<file path="config.mk">
export PLATFORM = sky130hd
export DESIGN_NAME = beep_sequencer_flat
export DESIGN_NICKNAME = d
export VERILOG_FILES = /design/src/rtl/beep_sequencer_pkg.sv /design/src/rtl/beep_sequencer_if.sv /design/src/rtl/beep_sequencer_tone_divider.sv /design/src/rtl/beep_sequencer.sv /design/src/flat_wrapper.sv
export SDC_FILE = /design/constraint.sdc
export NUM_CORES = 1
export LEC_CHECK = 0
export CORE_ASPECT_RATIO = 1.2
export CORE_MARGIN = 2
export CORE_UTILIZATION = 25
export DETAILED_ROUTE_END_ITERATION = 16
export GPL_ROUTABILITY_DRIVEN = 0
export SYNTH_ARGS = -nofsm -noshare
export SYNTH_HDL_FRONTEND = slang
export SYNTH_SLANG_ARGS = --single-unit
export TNS_END_PERCENT = 10
</file>
<file path="constraint.sdc">
create_clock -name clk -period 5.5 [get_ports clk]
set_input_delay 0.55 -clock clk [delete_from_list [all_inputs] [get_ports clk]]
set_output_delay 0.55 -clock clk [all_outputs]
set_load 0.01 [all_outputs]
</file>
<file path="src/rtl/beep_sequencer_pkg.sv">
// Shared types and default widths for the beep sequencer slice.
package sound_pkg;

  typedef enum logic [1:0] {IDLE, TONE, GAP} state_t;

  typedef enum logic {B_SHORT, B_LONG} beep_t;

  localparam int unsigned FREQ_W_DEF = 52;
  localparam int unsigned CNT_W_DEF  = 24;

endpackage

</file>
<file path="src/rtl/beep_sequencer_if.sv">
// Request/feedback bundle between the control FSM (master) and the beep sequencer (slave).
//   short, long : beep requests (level; edges are detected inside the sequencer)
//   enable      : tone sounding
//   sonido      : frequency word for the audio driver
//   tone        : internal square wave
//   busy        : sequencer not idle
//   dropped     : one-cycle pulse when a request is discarded
interface beep_sequencer_if import sound_pkg::*; #(
  parameter int unsigned FREQ_W = FREQ_W_DEF
);

  logic              short;
  logic              long;
  logic              enable;
  logic [FREQ_W-1:0] sonido;
  logic              tone;
  logic              busy;
  logic              dropped;

  modport master (
    output short, long,
    input  enable, sonido, tone, busy, dropped
  );

  modport slave (
    input  short, long,
    output enable, sonido, tone, busy, dropped
  );

endinterface

</file>
<file path="src/rtl/beep_sequencer_tone_divider.sv">
// Square-wave generator for the tone output.
//   clk, reset  : clock and synchronous active-high reset
//   start       : restart phase (counter and output to 0)
//   half_period : half period in clk cycles (>=1)
//   run         : count while high; output forced to 0 while low
//   tone        : square wave
module tone_divider import sound_pkg::*; #(
  parameter int unsigned CNT_W = CNT_W_DEF
) (
  input  logic             clk,
  input  logic             reset,
  input  logic             start,
  input  logic [CNT_W-1:0] half_period,
  input  logic             run,
  output logic             tone
);

  logic [CNT_W-1:0] cnt;
  logic             tone_q;

  always_ff @(posedge clk) begin
    if (reset || start || !run) begin
      cnt    <= '0;
      tone_q <= 1'b0;
    end else if (cnt == half_period - CNT_W'(1)) begin
      cnt    <= '0;
      tone_q <= ~tone_q;
    end else begin
      cnt <= cnt + CNT_W'(1);
    end
  end

  // tone_q can still hold its last phase in the cycle after run falls.
  assign tone = tone_q & run;

endmodule

</file>
<file path="src/rtl/beep_sequencer.sv">
// Beep sequencer: turns short/long request edges into timed tones, each followed by a
// silent gap, with a one-deep pending slot.
//   clk   : system clock
//   reset : synchronous active-high reset
//   bus   : request/feedback bundle (slave side)
module beep_sequencer import sound_pkg::*; #(
  parameter int unsigned     FREQ_W      = FREQ_W_DEF,
  parameter int unsigned     CNT_W       = CNT_W_DEF,
  parameter int unsigned     SHORT_TICKS = 4,
  parameter int unsigned     LONG_TICKS  = 10,
  parameter int unsigned     GAP_TICKS   = 3,
  parameter longint unsigned FREQ_SHORT  = 32000,
  parameter longint unsigned FREQ_LONG   = 32000,
  parameter int unsigned     HALF_SHORT  = 2,
  parameter int unsigned     HALF_LONG   = 2
) (
  input logic              clk,
  input logic              reset,
  beep_sequencer_if.slave  bus
);

  localparam longint unsigned CNT_LIM = 64'd1 << CNT_W;

  if (CNT_W < 1 || CNT_W > 62) begin : g_bad_cnt_w
    $error("CNT_W out of range");
  end
  if (SHORT_TICKS < 1 || 64'(SHORT_TICKS) >= CNT_LIM) begin : g_bad_short
    $error("SHORT_TICKS out of range");
  end
  if (LONG_TICKS < 1 || 64'(LONG_TICKS) >= CNT_LIM) begin : g_bad_long
    $error("LONG_TICKS out of range");
  end
  if (GAP_TICKS < 1 || 64'(GAP_TICKS) >= CNT_LIM) begin : g_bad_gap
    $error("GAP_TICKS out of range");
  end
  if (HALF_SHORT < 1 || HALF_LONG < 1 || 64'(HALF_SHORT) >= CNT_LIM
      || 64'(HALF_LONG) >= CNT_LIM) begin : g_bad_half
    $error("HALF_SHORT/HALF_LONG out of range");
  end

  state_t           state, state_n;
  beep_t            btype, btype_n;
  beep_t            ptype, ptype_n;
  beep_t            req_type;
  logic [CNT_W-1:0] cnt, cnt_n;
  logic [CNT_W-1:0] half;
  logic             pend, pend_n;
  logic             short_d, long_d;
  logic             req_s, req_l, has_req;
  logic             offer;
  logic             dropped_q, dropped_n;
  logic             start;

  function automatic logic [CNT_W-1:0] ticks_of(input beep_t t);
    return (t == B_LONG) ? CNT_W'(LONG_TICKS - 1) : CNT_W'(SHORT_TICKS - 1);
  endfunction

  always_ff @(posedge clk) begin
    if (reset) begin
      state     <= IDLE;
      btype     <= B_SHORT;
      ptype     <= B_SHORT;
      cnt       <= '0;
      pend      <= 1'b0;
      short_d   <= 1'b0;
      long_d    <= 1'b0;
      dropped_q <= 1'b0;
    end else begin
      state     <= state_n;
      btype     <= btype_n;
      ptype     <= ptype_n;
      cnt       <= cnt_n;
      pend      <= pend_n;
      short_d   <= bus.short;
      long_d    <= bus.long;
      dropped_q <= dropped_n;
    end
  end

  always_comb begin
    // Long wins a same-cycle tie; the short edge vanishes without a dropped pulse.
    req_l    = bus.long & ~long_d;
    req_s    = bus.short & ~short_d & ~req_l;
    has_req  = req_l | req_s;
    req_type = req_l ? B_LONG : B_SHORT;

    state_n   = state;
    btype_n   = btype;
    ptype_n   = ptype;
    cnt_n     = cnt;
    pend_n    = pend;
    dropped_n = 1'b0;
    start     = 1'b0;
    offer     = 1'b0;

    unique case (state)
      IDLE: begin
        if (has_req) begin
          state_n = TONE;
          btype_n = req_type;
          cnt_n   = ticks_of(req_type);
          start   = 1'b1;
        end
      end
      TONE: begin
        offer = 1'b1;
        if (cnt == '0) begin
          state_n = GAP;
          cnt_n   = CNT_W'(GAP_TICKS - 1);
        end else begin
          cnt_n = cnt - CNT_W'(1);
        end
      end
      GAP: begin
        if (cnt == '0) begin
          if (pend) begin
            // Pending tone starts; a simultaneous new request takes the freed slot.
            state_n = TONE;
            btype_n = ptype;
            cnt_n   = ticks_of(ptype);
            start   = 1'b1;
            pend_n  = has_req;
            if (has_req) ptype_n = req_type;
          end else if (has_req) begin
            state_n = TONE;
            btype_n = req_type;
            cnt_n   = ticks_of(req_type);
            start   = 1'b1;
          end else begin
            state_n = IDLE;
          end
        end else begin
          offer = 1'b1;
          cnt_n = cnt - CNT_W'(1);
        end
      end
      default: state_n = IDLE;
    endcase

    if (offer && has_req) begin
      if (!pend) begin
        pend_n  = 1'b1;
        ptype_n = req_type;
      end else begin
        dropped_n = 1'b1;
        if (ptype == B_SHORT && req_l) ptype_n = B_LONG;
      end
    end
  end

  assign half = (btype == B_LONG) ? CNT_W'(HALF_LONG) : CNT_W'(HALF_SHORT);

  tone_divider #(.CNT_W(CNT_W)) u_tone_divider (
    .clk         (clk),
    .reset       (reset),
    .start       (start),
    .half_period (half),
    .run         (state == TONE),
    .tone        (bus.tone)
  );

  assign bus.enable  = (state == TONE);
  assign bus.busy    = (state != IDLE);
  assign bus.dropped = dropped_q;
  assign bus.sonido  = (state != TONE) ? '0
                     : (btype == B_LONG) ? FREQ_W'(FREQ_LONG) : FREQ_W'(FREQ_SHORT);

endmodule

</file>
<file path="src/flat_wrapper.sv">
// flat-port wrapper written by rule: the top's interface ports become plain ports
module beep_sequencer_flat import sound_pkg::*;
#(
  parameter int unsigned     FREQ_W      = FREQ_W_DEF,
  parameter int unsigned     CNT_W       = CNT_W_DEF,
  parameter int unsigned     SHORT_TICKS = 4,
  parameter int unsigned     LONG_TICKS  = 10,
  parameter int unsigned     GAP_TICKS   = 3,
  parameter longint unsigned FREQ_SHORT  = 32000,
  parameter longint unsigned FREQ_LONG   = 32000,
  parameter int unsigned     HALF_SHORT  = 2,
  parameter int unsigned     HALF_LONG   = 2
)
  (clk, reset, bus_short, bus_long, bus_enable, bus_sonido, bus_tone, bus_busy, bus_dropped);
  beep_sequencer_if #(.FREQ_W(FREQ_W)) bus_i ();
  input logic clk;
  input logic reset;
  input wire logic [$bits(bus_i.short)-1:0] bus_short;
  input wire logic [$bits(bus_i.long)-1:0] bus_long;
  output wire logic [$bits(bus_i.enable)-1:0] bus_enable;
  output wire logic [$bits(bus_i.sonido)-1:0] bus_sonido;
  output wire logic [$bits(bus_i.tone)-1:0] bus_tone;
  output wire logic [$bits(bus_i.busy)-1:0] bus_busy;
  output wire logic [$bits(bus_i.dropped)-1:0] bus_dropped;
  assign bus_i.short = bus_short;
  assign bus_i.long = bus_long;
  assign bus_enable = bus_i.enable;
  assign bus_sonido = bus_i.sonido;
  assign bus_tone = bus_i.tone;
  assign bus_busy = bus_i.busy;
  assign bus_dropped = bus_i.dropped;
  beep_sequencer #(.FREQ_W(FREQ_W), .CNT_W(CNT_W), .SHORT_TICKS(SHORT_TICKS), .LONG_TICKS(LONG_TICKS), .GAP_TICKS(GAP_TICKS), .FREQ_SHORT(FREQ_SHORT), .FREQ_LONG(FREQ_LONG), .HALF_SHORT(HALF_SHORT), .HALF_LONG(HALF_LONG)) u_core (.clk(clk), .reset(reset), .bus(bus_i));
endmodule
</file>
# Yosys cells after proc, flatten, opt, wreduce, memory -nomap -nowiden
# Index checks and enable logic that the tools add are counted.
[classes]
n_addsub = 2
eq_ne = 7
mux = 34
bitwise_logic = 11
n_reduce_logical = 12
[op_table]
columns = ["op", "count"]
rows = [
  ["24-bit two-way mux", 4],
  ["24-bit one-hot mux with 3 select lines", 1],
  ["24-bit by 1-bit adder with 24-bit output, second input constant", 1],
  ["24-bit by 1-bit == test with 1-bit output, second input constant", 1],
  ["24-bit zero test", 1],
  ["24-bit by 1-bit subtractor with 24-bit output, second input constant", 1],
  ["1-bit two-way mux", 19],
  ["15-bit two-way mux", 1],
  ["2-bit two-way mux", 4],
  ["4-bit two-way mux", 2],
  ["2-bit by 1-bit inequality test with 1-bit output, second input constant", 4],
  ["1-bit NOT", 6],
  ["2-bit one-hot mux with 3 select lines", 1],
  ["1-bit bitwise AND", 4],
  ["1-bit one-hot mux with 2 select lines", 2],
  ["2-bit OR reduction", 2],
  ["3-bit AND reduction", 1],
  ["3-bit nonzero test", 1],
  ["2-bit by 1-bit == test with 1-bit output, second input constant", 1],
  ["2-bit == test, second input constant", 1],
  ["1-bit logical AND", 2],
  ["2-bit zero test", 1],
  ["1-bit logical OR", 2],
  ["2-bit nonzero test", 1],
  ["2 further kinds", 2],
]
[word_totals]
regBits = 56
input_bits = 4
output_inout_bits = 56
word_cells = 75

# Longest topological paths before layout
# Gate-level depths: netlist of the first run.
[logic_depth]
word_depth = 12
mapped_depth = 9

# By module
# From an unflattened synthesis of the first run, not the netlist that was laid out.
[hier_totals]
cells_unflattened = 560
hier_area_um2 = 4581.9
[modules_own_cells]
columns = ["mod", "instances", "cells_per_inst", "area_each_um2", "seq_area_each_um2"]
rows = [
  ["beep_sequencer", 1, 292, 2422.3, 620.6],
  ["tone_divider", 1, 268, 2159.6, 500.5],
]

# Worst setup path before layout of the first run
# OpenSTA, ideal clock, no wires.
[synth_timing]
kind = "register to register"
from = "reg u_core.cnt[0]"
to = "reg u_core.cnt[18]"
setup_ps = 120
arrival_ps = 2376
path_slack_ps = 3004
path_stages_with_launch = 9
path_buffers = 1
synth_period_minus_slack_ps = 2496
path_cell_list = "dfxtp_1 > inv_1 > ha_1 > or3b_2 > clkbuf_1 > or4_4 > or4_1 > and3_1 > a211o_1"
[synth_between]
elab_chain_cells = 3
elab_cells_between_ends = 5
cone_classes = "1 x add/sub; 3 x mux; 1 x reduce/logical"
[synth_lines]
columns = ["item", "line", "rtl"]
rows = [
  ["from (decl)", "beep_sequencer.sv:45", "logic [CNT_W-1:0] cnt, cnt_n;"],
  ["from (signal assigned)", "beep_sequencer.sv:72", "cnt <= cnt_n;"],
  ["24-bit by 1-bit subtractor with 24-bit output / 24-bit zero test (equally long branches)", "--", ""],
  ["24-bit two-way mux (on tied branches)", "beep_sequencer.sv:115, beep_sequencer.sv:107", ""],
  ["24-bit one-hot mux with 3 select lines *", "beep_sequencer.sv:96", "unique case (state)"],
]
# Every way passes the cells marked *; elsewhere a longest branch is shown, timed or not.
# A chain may end at the register's enable or synchronous reset.

# Final worst setup path of the first run
[layout_timing]
from = "reg u_core.cnt[16]"
to = "reg u_core.cnt[17]"
# The elaborated chain is that of the path after synthesis.

==> metrics.csv, run 1 <==
metric,value,unit
die_w,111,um
required,5.74,ns
fillers,1455,
routed_wl,7.26,mm
grt_pass1_wl,12.4,mm
critical_path_buf_inv_count,0,
synth_edf_count,0,
p_switching,0.785,mW
routedWlPerCell,12.4,um
yosysWarnings,0,
synth.yosys.seq_area_share,32.9,%
end_kind,register,
status,completed,
yosysUniqueCellTypes,54,
crit_path_cell_trace,"or4_1, and4b_1, a31o_2, and2_0, a221o_1",
drt_iter0_drc,152,
place_worst_setup_slack,2.69,ns
max-cap-violations,0,
criticalPathCategory,register to register,
cts_hold_buf,0,
ir_drop,0.234,mV
ant_nets,0,
setup_ws,2.61,ns
ys_async_sr_fraction,0,%
switching_share,44.7,%
hold_path_class,register to register,
cpMaxStageDelayCell,and2_0,
rrSetupSlack,2.61,ns
min_from,u_core.state[1]$_SDFFE_PP0P_,
cts_buffers,5,
hpwl,5.38,mm
grt_overflow,0,
max_stage_delay,0.69,ns
startpoint_type,register,
ys_ff_latch,56,
fin_crit,2.89,ns
drv_slew,0,
clock.fmax,346,MHz
clkPwrFrac,17.8,%
power_density,485,mW/mm^2
syn_area,0.00341,sq mm
vias,2775,
drc,0,
insertion_delay,0.29,ns
nets,429,
rows,46,
vias_per_cell,4.73,
htreeDepth,2,
first_pass_iters,4,
cts.path.max_buffers,2,
drive_above_1_share,4.31,%
grt_max_degree,25,
crit_start,u_core.cnt[16]$_SDFFE_PP0P_,
cts_root_buffer,clkbuf_16,
fin_hold_ws,0.504,ns
numPortBuffers,13,
antenna_found_initial,0,
worst_pin_slew,0.820,ns
worstReg2RegStart,u_core.cnt[16]$_SDFFE_PP0P_,
cts_tree,yes,
grt_pass1_vias,2642,
die-area,0.0146,sq mm
grt_usage,9.89,%
hold_viol,0,
setup_viol_count_final,0,
syn_avg_cell_area,8.23,sq um
cts_resized,0,
start_util,25.6,%
synthFlopType,dfxtp_1,
synth_cells,414,
post_cts.repair.setup_buffers,0,
cts_sinks,56,
area_growth,6.43,%
die_height,132,um
rsz0062_at_grt,false,
cpLargestDelayFamily,simple AND/OR/NAND/NOR gates,
io_pins,60,
slew_headroom,45.3,%
combPwrFrac,53.0,%
p_int,0.972,mW
fin_setup_tns,0,ns
clk_pin_slew_worst_paths,0.07,ns
arrival,3.13,ns
cellLeakagePower,1.47,nW
timing.final.crit_share,52.5,%
skew,0.00571,ns
coreArea,0.0133,sq mm
pwr-share-seq,29.2,%
critPathMaxFanout,14,
logic make-up after synthesis:
| logic type | after synthesis | share of synthesized area, % |
|---|---|---|
| adders and majority gates | 8 | 2.94 |
| buffers and inverters | 76 | 14.5 |
| other | 1 | 0.110 |
| DFF | 56 | 32.9 |
| xor gates and xnor gates | 24 | 6.17 |
| AOI/OAI and AO/OA | 76 | 15.8 |
| and+or+nand+nor | 170 | 26.7 |
| muxes | 3 | 0.881 |
flip-flops by register name, summed over array words and instances (netlist names):
signal / flops
u_core.pend: 1
u_core.bus.dropped: 1
u_core.u_tone_divider.tone_q: 1
u_core.cnt: 24
u_core.short_d: 1
u_core.u_tone_divider.cnt: 24
u_core.state: 2
u_core.ptype: 1
u_core.long_d: 1
per-layer routing:
metal  wire length, um  GRT usage (%)  vias to the layer above  part of all wire (%)
met5                 0              0                        -                     0
met4               104           3.26                        0                   1.4
met3               308           1.75                        9                   4.2
met2              3640           17.5                       57                    50
met1              3210           12.1                     1320                    44
li1                  -              -                     1389                     -
per-stage QoR:
stage | cell area, sq um | std cells | total power, mW | utilization, %
2_1_floorplan | 3580 | 459 | 1.27 | -
6_report | 3630 | 587 | 1.76 | 27.3
4_1_cts | 3620 | 586 | 1.76 | 27.3
5_1_grt | 3620 | 586 | 1.91 | 27.3
3_3_place_gp | 3480 | 578 | 1.42 | 26.2
3_5_place_dp | 3480 | 578 | 1.44 | 26.2
final timing paths:
check                                               endpoint  depth (start not counted)
worst max register to register   u_core.cnt[17]$_SDFFE_PP0P_                          5
worst min-delay path            u_core.state[1]$_SDFFE_PP0P_                          2
worst min register to register  u_core.state[1]$_SDFFE_PP0P_                          2
worst max-delay path             u_core.cnt[17]$_SDFFE_PP0P_                          5
Yosys cell counts, types with 3 or more instances:
library cell  instances  area (sq um)
nor2_1               44           165
nor3_1               14          70.1
a22oi_1               5          37.5
buf_2                 5          25.0
and2_1                3          18.8
nand2_1              26          97.6
nor3b_1               4          30.0
nand4_1              12          75.1
a31oi_1               4          25.0
xor2_1               18           158
nor2b_1               6          37.5
o22ai_1               3          18.8
a221o_1               3          30.0
ha_1                  8           100
o21ai_0              12          60.1
inv_1                12          45.0
or3_1                 8          50.1
a21oi_1              12          60.1
mux2i_1               3          30.0
and3_1                8          50.1
dfxtp_1              56          1120
or2_2                 3          18.8
nand2b_1              4          25.0
a211oi_1              6          45.0
nand3_1              13          65.1
xnor2_1               6          52.6
or4_1                 5          37.5
nor4b_1               3          26.3
buf_4                54           405
a211o_1               9          78.8
nor4_1                9          56.3
clkbuf_1              5          18.8
a21o_1                7          52.6
tightest hold or removal path, stage by stage, from the launching register on:
cell and delay, ns:
dfxtp_1 0.34, nand2_1 0.06, mux2i_1 0.06
placed cells by master (no fill, tap or decap), types with 7 or more instances in the layout:
| cell type | count |
|---|---|
| a21oi_1 | 12 |
| or3_1 | 8 |
| nor2_1 | 44 |
| ha_1 | 8 |
| nor4_1 | 9 |
| nand3_1 | 13 |
| conb_1 | 46 |
| inv_1 | 12 |
| xor2_1 | 18 |
| nand4_1 | 12 |
| a21o_1 | 7 |
| dfxtp_1 | 56 |
| a211o_1 | 9 |
| nand2_1 | 26 |
| and3_1 | 8 |
| o21ai_0 | 12 |
| nor3_1 | 14 |
| clkdlybuf4s50_1 | 13 |
power by group through the flow:
stage	registers [mW]	clock network, mW	logic (mW)
5_1_grt	0.521	0.341	1.05
3_5_place_dp	0.520	0	0.921
4_1_cts	0.511	0.324	0.926
3_3_place_gp	0.518	0	0.905
2_1_floorplan	0.501	0	0.767
6_report	0.513	0.313	0.932
cell type report:
type	count	area, sq um	area share, %
Clock inverter	1	8.76	0.242
Timing Repair Buffer	15	145	4.00
Multi-Input combinational cell	327	1960	54.1
Clock buffer	7	133	3.66
Antenna cell	1	2.50	0.0690
Inverter	12	45.0	1.24
Sequential cell	56	1120	30.9
Tap cell	168	210	5.80
Power figures use the tool's default switching activity.
==> run 2, diff against run 1 <==
clock period = 2.3 ns   (was 5.5 ns; I/O delays follow)
==> run 2 against run 1 <==
- sequential power rose by 130%
- combinational power increased to 3.3 times the previous value
- flip-flop and latch count is the same
- clock power increased to 2.8 times the previous value
- critical path type unchanged
- cell count up 7.2%
- clock skew shrank 0.0032 ns
- worst setup slack worse by 2.6 ns
- fmax up 27%
- sequential share of layout area fell by 3.1 points
- design area rose by 11%
- highest routed layer unchanged
==> metrics.csv, run 2 (synthesized netlist as in run 1, its figures left out) <==
metric,value,unit
numPortBuffers,13,
crit_path_cell_trace,"or4_1, buf_4, nor4_4, a211oi_2, buf_4, and3_1, a211o_1",
hold_viol,0,
cts_sinks,56,
end_kind,register,
nets,472,
layout_commonest_cell,dfxtp_1,
rrSetupSlack,0.02,ns
setup_viol_count_final,0,
cellLeakagePower,1.71,nW
coreArea,0.0133,sq mm
antenna_cells,0,
first_pass_iters,4,
routed_wl,7.80,mm
io_pins,60,
power_density,1280,mW/mm^2
max_stage_delay,0.55,ns
grt_pass1_wl,13.2,mm
rsz0062_at_grt,true,
fin_crit,2.28,ns
grt_overflow,0,
die_w,111,um
antenna_found_initial,0,
routedWlPerCell,12.4,um
status,completed,
cts_tree,yes,
final_cell_mix,"dfxtp_1 (55), conb_1 (46), nor2_1 (44)",
vias_per_cell,4.66,
vias,2928,
critical_path_buf_inv_count,2,
fillers,1406,
insertion_delay,0.30,ns
drc,0,
drv_slew,0,
ant_nets,0,
cts.path.max_buffers,2,
die_height,132,um
critPathMaxFanout,10,
rows,46,
criticalPathCategory,register to register,
htreeDepth,2,
hold_path_class,register to register,
area_growth,18.3,%
cpLargestDelayFamily,simple AND/OR/NAND/NOR gates,
clk_pin_slew_worst_paths,0.07,ns
grt_pass1_vias,2834,
fin_setup_tns,0,ns
max-cap-violations,0,
required,2.49,ns
clock.fmax,438,MHz
skew,0.00248,ns
cpMaxStageDelayCell,or4_1,
drt_iter0_drc,123,
start_util,25.6,%
grt_usage,10.6,%
grt_max_degree,25,
biggestRegsByFlops,"u_core.cnt (24), u_core.u_tone_divider.cnt (24), u_core.state (2)",
cts_buffers,5,
ir_drop,0.560,mV
dpl-instance-area,0.00382,sq mm
hpwl,5.75,mm
crit_path_frequent_cell,buf_4,
final_area,0.00403,sq mm
startpoint_type,register,
cts_root_buffer,clkbuf_16,
arrival,2.47,ns
die-area,0.0146,sq mm
timing.final.crit_share,99.2,%
drive_above_1_share,15.4,%
==> run 2: cell types whose count changed in the layout (fill, tap and decap cells not counted), moves of 2 or more <==
cell and change:
a211oi_1 -2, inv_1 -2, buf_4 +40, a211oi_2 +2, buf_12 +2
==> run 2: worst paths after layout <==
check,from,endpoint,cells after the start
worst min register to register,u_core.u_tone_divider.cnt[0]$_SDFF_PP0_,u_core.u_tone_divider.cnt[0]$_SDFF_PP0_,1
worst max-delay path,u_core.cnt[4]$_SDFFE_PP0P_,u_core.cnt[16]$_SDFFE_PP0P_,7
worst min-delay path,u_core.u_tone_divider.cnt[0]$_SDFF_PP0_,u_core.u_tone_divider.cnt[0]$_SDFF_PP0_,1
worst max register to register,u_core.cnt[4]$_SDFFE_PP0P_,u_core.cnt[16]$_SDFFE_PP0P_,7
==> run 2: through the flow <==
| stage | power [mW] | cells | hold WS, ns | util [%] | setup WS [ns] |
|---|---|---|---|---|---|
| 2_1_floorplan | 3.10 | 459 | 0.358 | - | -0.0826 |
| 4_1_cts | 5.04 | 625 | 0.503 | 30.0 | 0.0144 |
| 3_3_place_gp | 4.08 | 617 | 0.475 | 28.7 | 0.0519 |
| 3_5_place_dp | 4.14 | 617 | 0.487 | 28.7 | 0.0217 |
| 6_report | 5.14 | 629 | 0.504 | 30.3 | 0.0186 |
| 5_1_grt | 5.54 | 629 | 0.534 | 30.3 | -0.0600 |
==> run 2: area by class of cell <==
cell class	count	area (sq um)	share of cell area (%)
sequential	56	1120	27.8
clock inverter	2	35.0	0.869
timing repair buffer	58	490	12.2
clock buffer	6	129	3.20
tap	168	210	5.22
inverter	12	47.5	1.18
multi-input combinational	327	2000	49.5
==> run 2: worst reg2reg max path, cell delays in order, from the launching register on <==
cell	delay [ns]
dfxtp_1	0.31
or4_1	0.55
buf_4	0.21
nor4_4	0.36
a211oi_2	0.15
buf_4	0.19
and3_1	0.18
a211o_1	0.23
==> run 2: power breakdown <==
part           switching, mW  leakage [nW]  internal, mW
clock                  0.350        0.0808         0.513
sequential             0.117         0.453          1.09
combinational           1.62          1.18          1.46
total                   2.08          1.71          3.06
==> run 2: timing repair <==
item,4_1_cts,5_1_grt
resized for setup,1,8
setup endpoints to repair,1,18
hold buffers,0,0
gates cloned,0,1
pin swaps,1,4
buffers inserted,0,3
==> run 2: per-layer routing <==
layer	share of wire (%)	GRT usage, %	vias up
li1	-	-	1478
met1	45	12.9	1380
met2	50	18.7	58
met3	3.2	1.84	12
met4	2.0	3.61	0
met5	0	0	-
==> run 3, diff against run 2 <==
CTS_BUF_LIST = sky130_fd_sc_hd__clkbuf_8   (was default)
==> run 3 against run 2 <==
- sequential share of layout area is 0.52 points higher
- design area decreased by 1.7%
- non-clock buffer count shrank 2
- first-iteration DRC count shrank 11%
- critical endpoint unchanged
- highest routed layer unchanged
==> metrics.csv, run 3 (synthesized netlist as in run 1, its figures left out) <==
metric,value,unit
status,completed,
die_w,111,um
cts_root_buffer,clkbuf_8,
grt_max_degree,25,
register_area,0.00112,sq mm
antenna_cells,0,
drc,0,
fin_setup_tns,0,ns
grt_pass1_vias,2835,
layout_commonest_cell,dfxtp_1,
skew,0.00328,ns
setup_viol_count_final,0,
multi_input_area,0.00200,sq mm
final_cell_mix,"dfxtp_1 (54), conb_1 (46), nor2_1 (44)",
biggestRegsByFlops,"u_core.cnt (24), u_core.u_tone_divider.cnt (24), u_core.state (2)",
end_kind,register,
critPathMaxFanout,10,
die_height,132,um
antenna_found_initial,0,
drive_above_1_share,15.3,%
cellLeakagePower,1.68,nW
reg2regPathDepth,7,
timing.final.crit_share,99.4,%
insertion_delay,0.32,ns
numPortBuffers,13,
grt_overflow,0,
routedWlPerCell,12.4,um
worstReg2RegStart,u_core.cnt[4]$_SDFFE_PP0P_,
crit_path_cell_trace,"or4_1, buf_4, nor4_4, a211oi_2, buf_4, and3_1, a211o_1",
drt_iter0_drc,109,
hold_path_class,register to register,
r2r_end,u_core.cnt[16]$_SDFFE_PP0P_,
startpoint_type,register,
cts_sinks,56,
hpwl,5.75,mm
clk_pin_slew_worst_paths,0.10,ns
cts_tree,yes,
area_growth,16.2,%
rsz0062_at_grt,true,
start_util,25.6,%
max-cap-violations,0,
htreeDepth,2,
fin_crit,2.29,ns
nets,470,
first_pass_iters,4,
cpMaxStageDelayCell,or4_1,
ir_drop,0.546,mV
crit_path_end,u_core.cnt[16]$_SDFFE_PP0P_,
max_stage_delay,0.55,ns
power_density,1240,mW/mm^2
vias_per_cell,4.62,
ant_nets,0,
die-area,0.0146,sq mm
drv_slew,0,
setup_ws,0.0129,ns
grt_usage,10.6,%
clock.fmax,437,MHz
rows,46,
routed_wl,7.77,mm
coreArea,0.0133,sq mm
rrSetupSlack,0.01,ns
vias,2899,
crit_path_frequent_cell,buf_4,
arrival,2.50,ns
criticalPathCategory,register to register,
crit_start,u_core.cnt[4]$_SDFFE_PP0P_,
fillers,1411,
cts_buffers,5,
grt_pass1_wl,13.2,mm
required,2.52,ns
cts_hold_buf,0,
cts.path.max_buffers,2,
hold_viol,0,
io_pins,60,
place_worst_setup_slack,0.0217,ns
## run 3: cell types whose count changed in the layout (fill, tap and decap cells not counted)
cell       delta
inv_1         +1
clkbuf_16     -5
dfxtp_1       -1
buf_4         -2
clkbuf_1      -1
dfxtp_2       +1
clkbuf_8      +5
## run 3: worst min-delay path by stage
stage                                                        from                                       to  slack, ns  depth (start not counted)
final                                     u_core.ptype$_SDFF_PP0_                  u_core.ptype$_SDFF_PP0_       0.51                          2
after global routing                      u_core.ptype$_SDFF_PP0_                  u_core.ptype$_SDFF_PP0_       0.54                          2
after CTS                 u_core.u_tone_divider.cnt[0]$_SDFF_PP0_  u_core.u_tone_divider.cnt[0]$_SDFF_PP0_       0.51                          1
after detailed placement              u_core.cnt[18]$_SDFFE_PP0P_              u_core.cnt[18]$_SDFFE_PP0P_       0.49                          1
after global placement                u_core.cnt[18]$_SDFFE_PP0P_              u_core.cnt[18]$_SDFFE_PP0P_       0.48                          1
after floorplan                                          bus_long                 u_core.long_d$_SDFF_PP0_       0.36                          1
## run 3: through the flow
stage / hold WS [ns] / cell area (sq um) / utilization, % / total power, mW / instances
floorplan: 0.358 / 3600 / - / 3.10 / 459
global placement: 0.475 / 3820 / 28.7 / 4.08 / 617
detailed placement: 0.487 / 3820 / 28.7 / 4.14 / 617
CTS: 0.510 / 3930 / 29.5 / 4.82 / 625
global route: 0.538 / 3960 / 29.8 / 5.30 / 627
finish: 0.509 / 3960 / 29.8 / 4.90 / 627
## run 3: timing repair
action / CTS / global route
cloned: 0 / 1
buffers inserted: 0 / 1
resized for setup: 1 / 9
setup endpoints to repair: 1 / 18
pin swaps: 1 / 4
## run 3: report_power, final
group          internal (mW)  leakage (nW)  switching, mW
Combinational           1.44          1.17           1.60
Sequential              1.09         0.454          0.116
Clock                  0.319        0.0593          0.331
## run 3: final cells by class
type,count,area share (%)
clock buffers,5,1.74
clock inverters,3,0.979
inverters,12,1.20
multi-input cells,327,50.4
flip-flops and latches,56,28.4
well taps,168,5.31
repair buffers,56,12.0
## run 3: routing by layer
layer / track usage [%] / part of all wire [%] / vias to the layer above
met5: 0 / 0 / -
met4: 3.40 / 1.9 / 0
met3: 1.84 / 2.8 / 12
met2: 18.7 / 50 / 48
met1: 13.0 / 46 / 1370
li1: - / - / 1469
## run 3: critical path, delay by kind of cell (launching register included)
kind / cells / cell delay (ns)
flip-flops: 1 / 0.32
AND/OR/NAND/NOR: 3 / 1.08
buffers and inverters: 2 / 0.40
AO/OA/AOI/OAI: 2 / 0.38
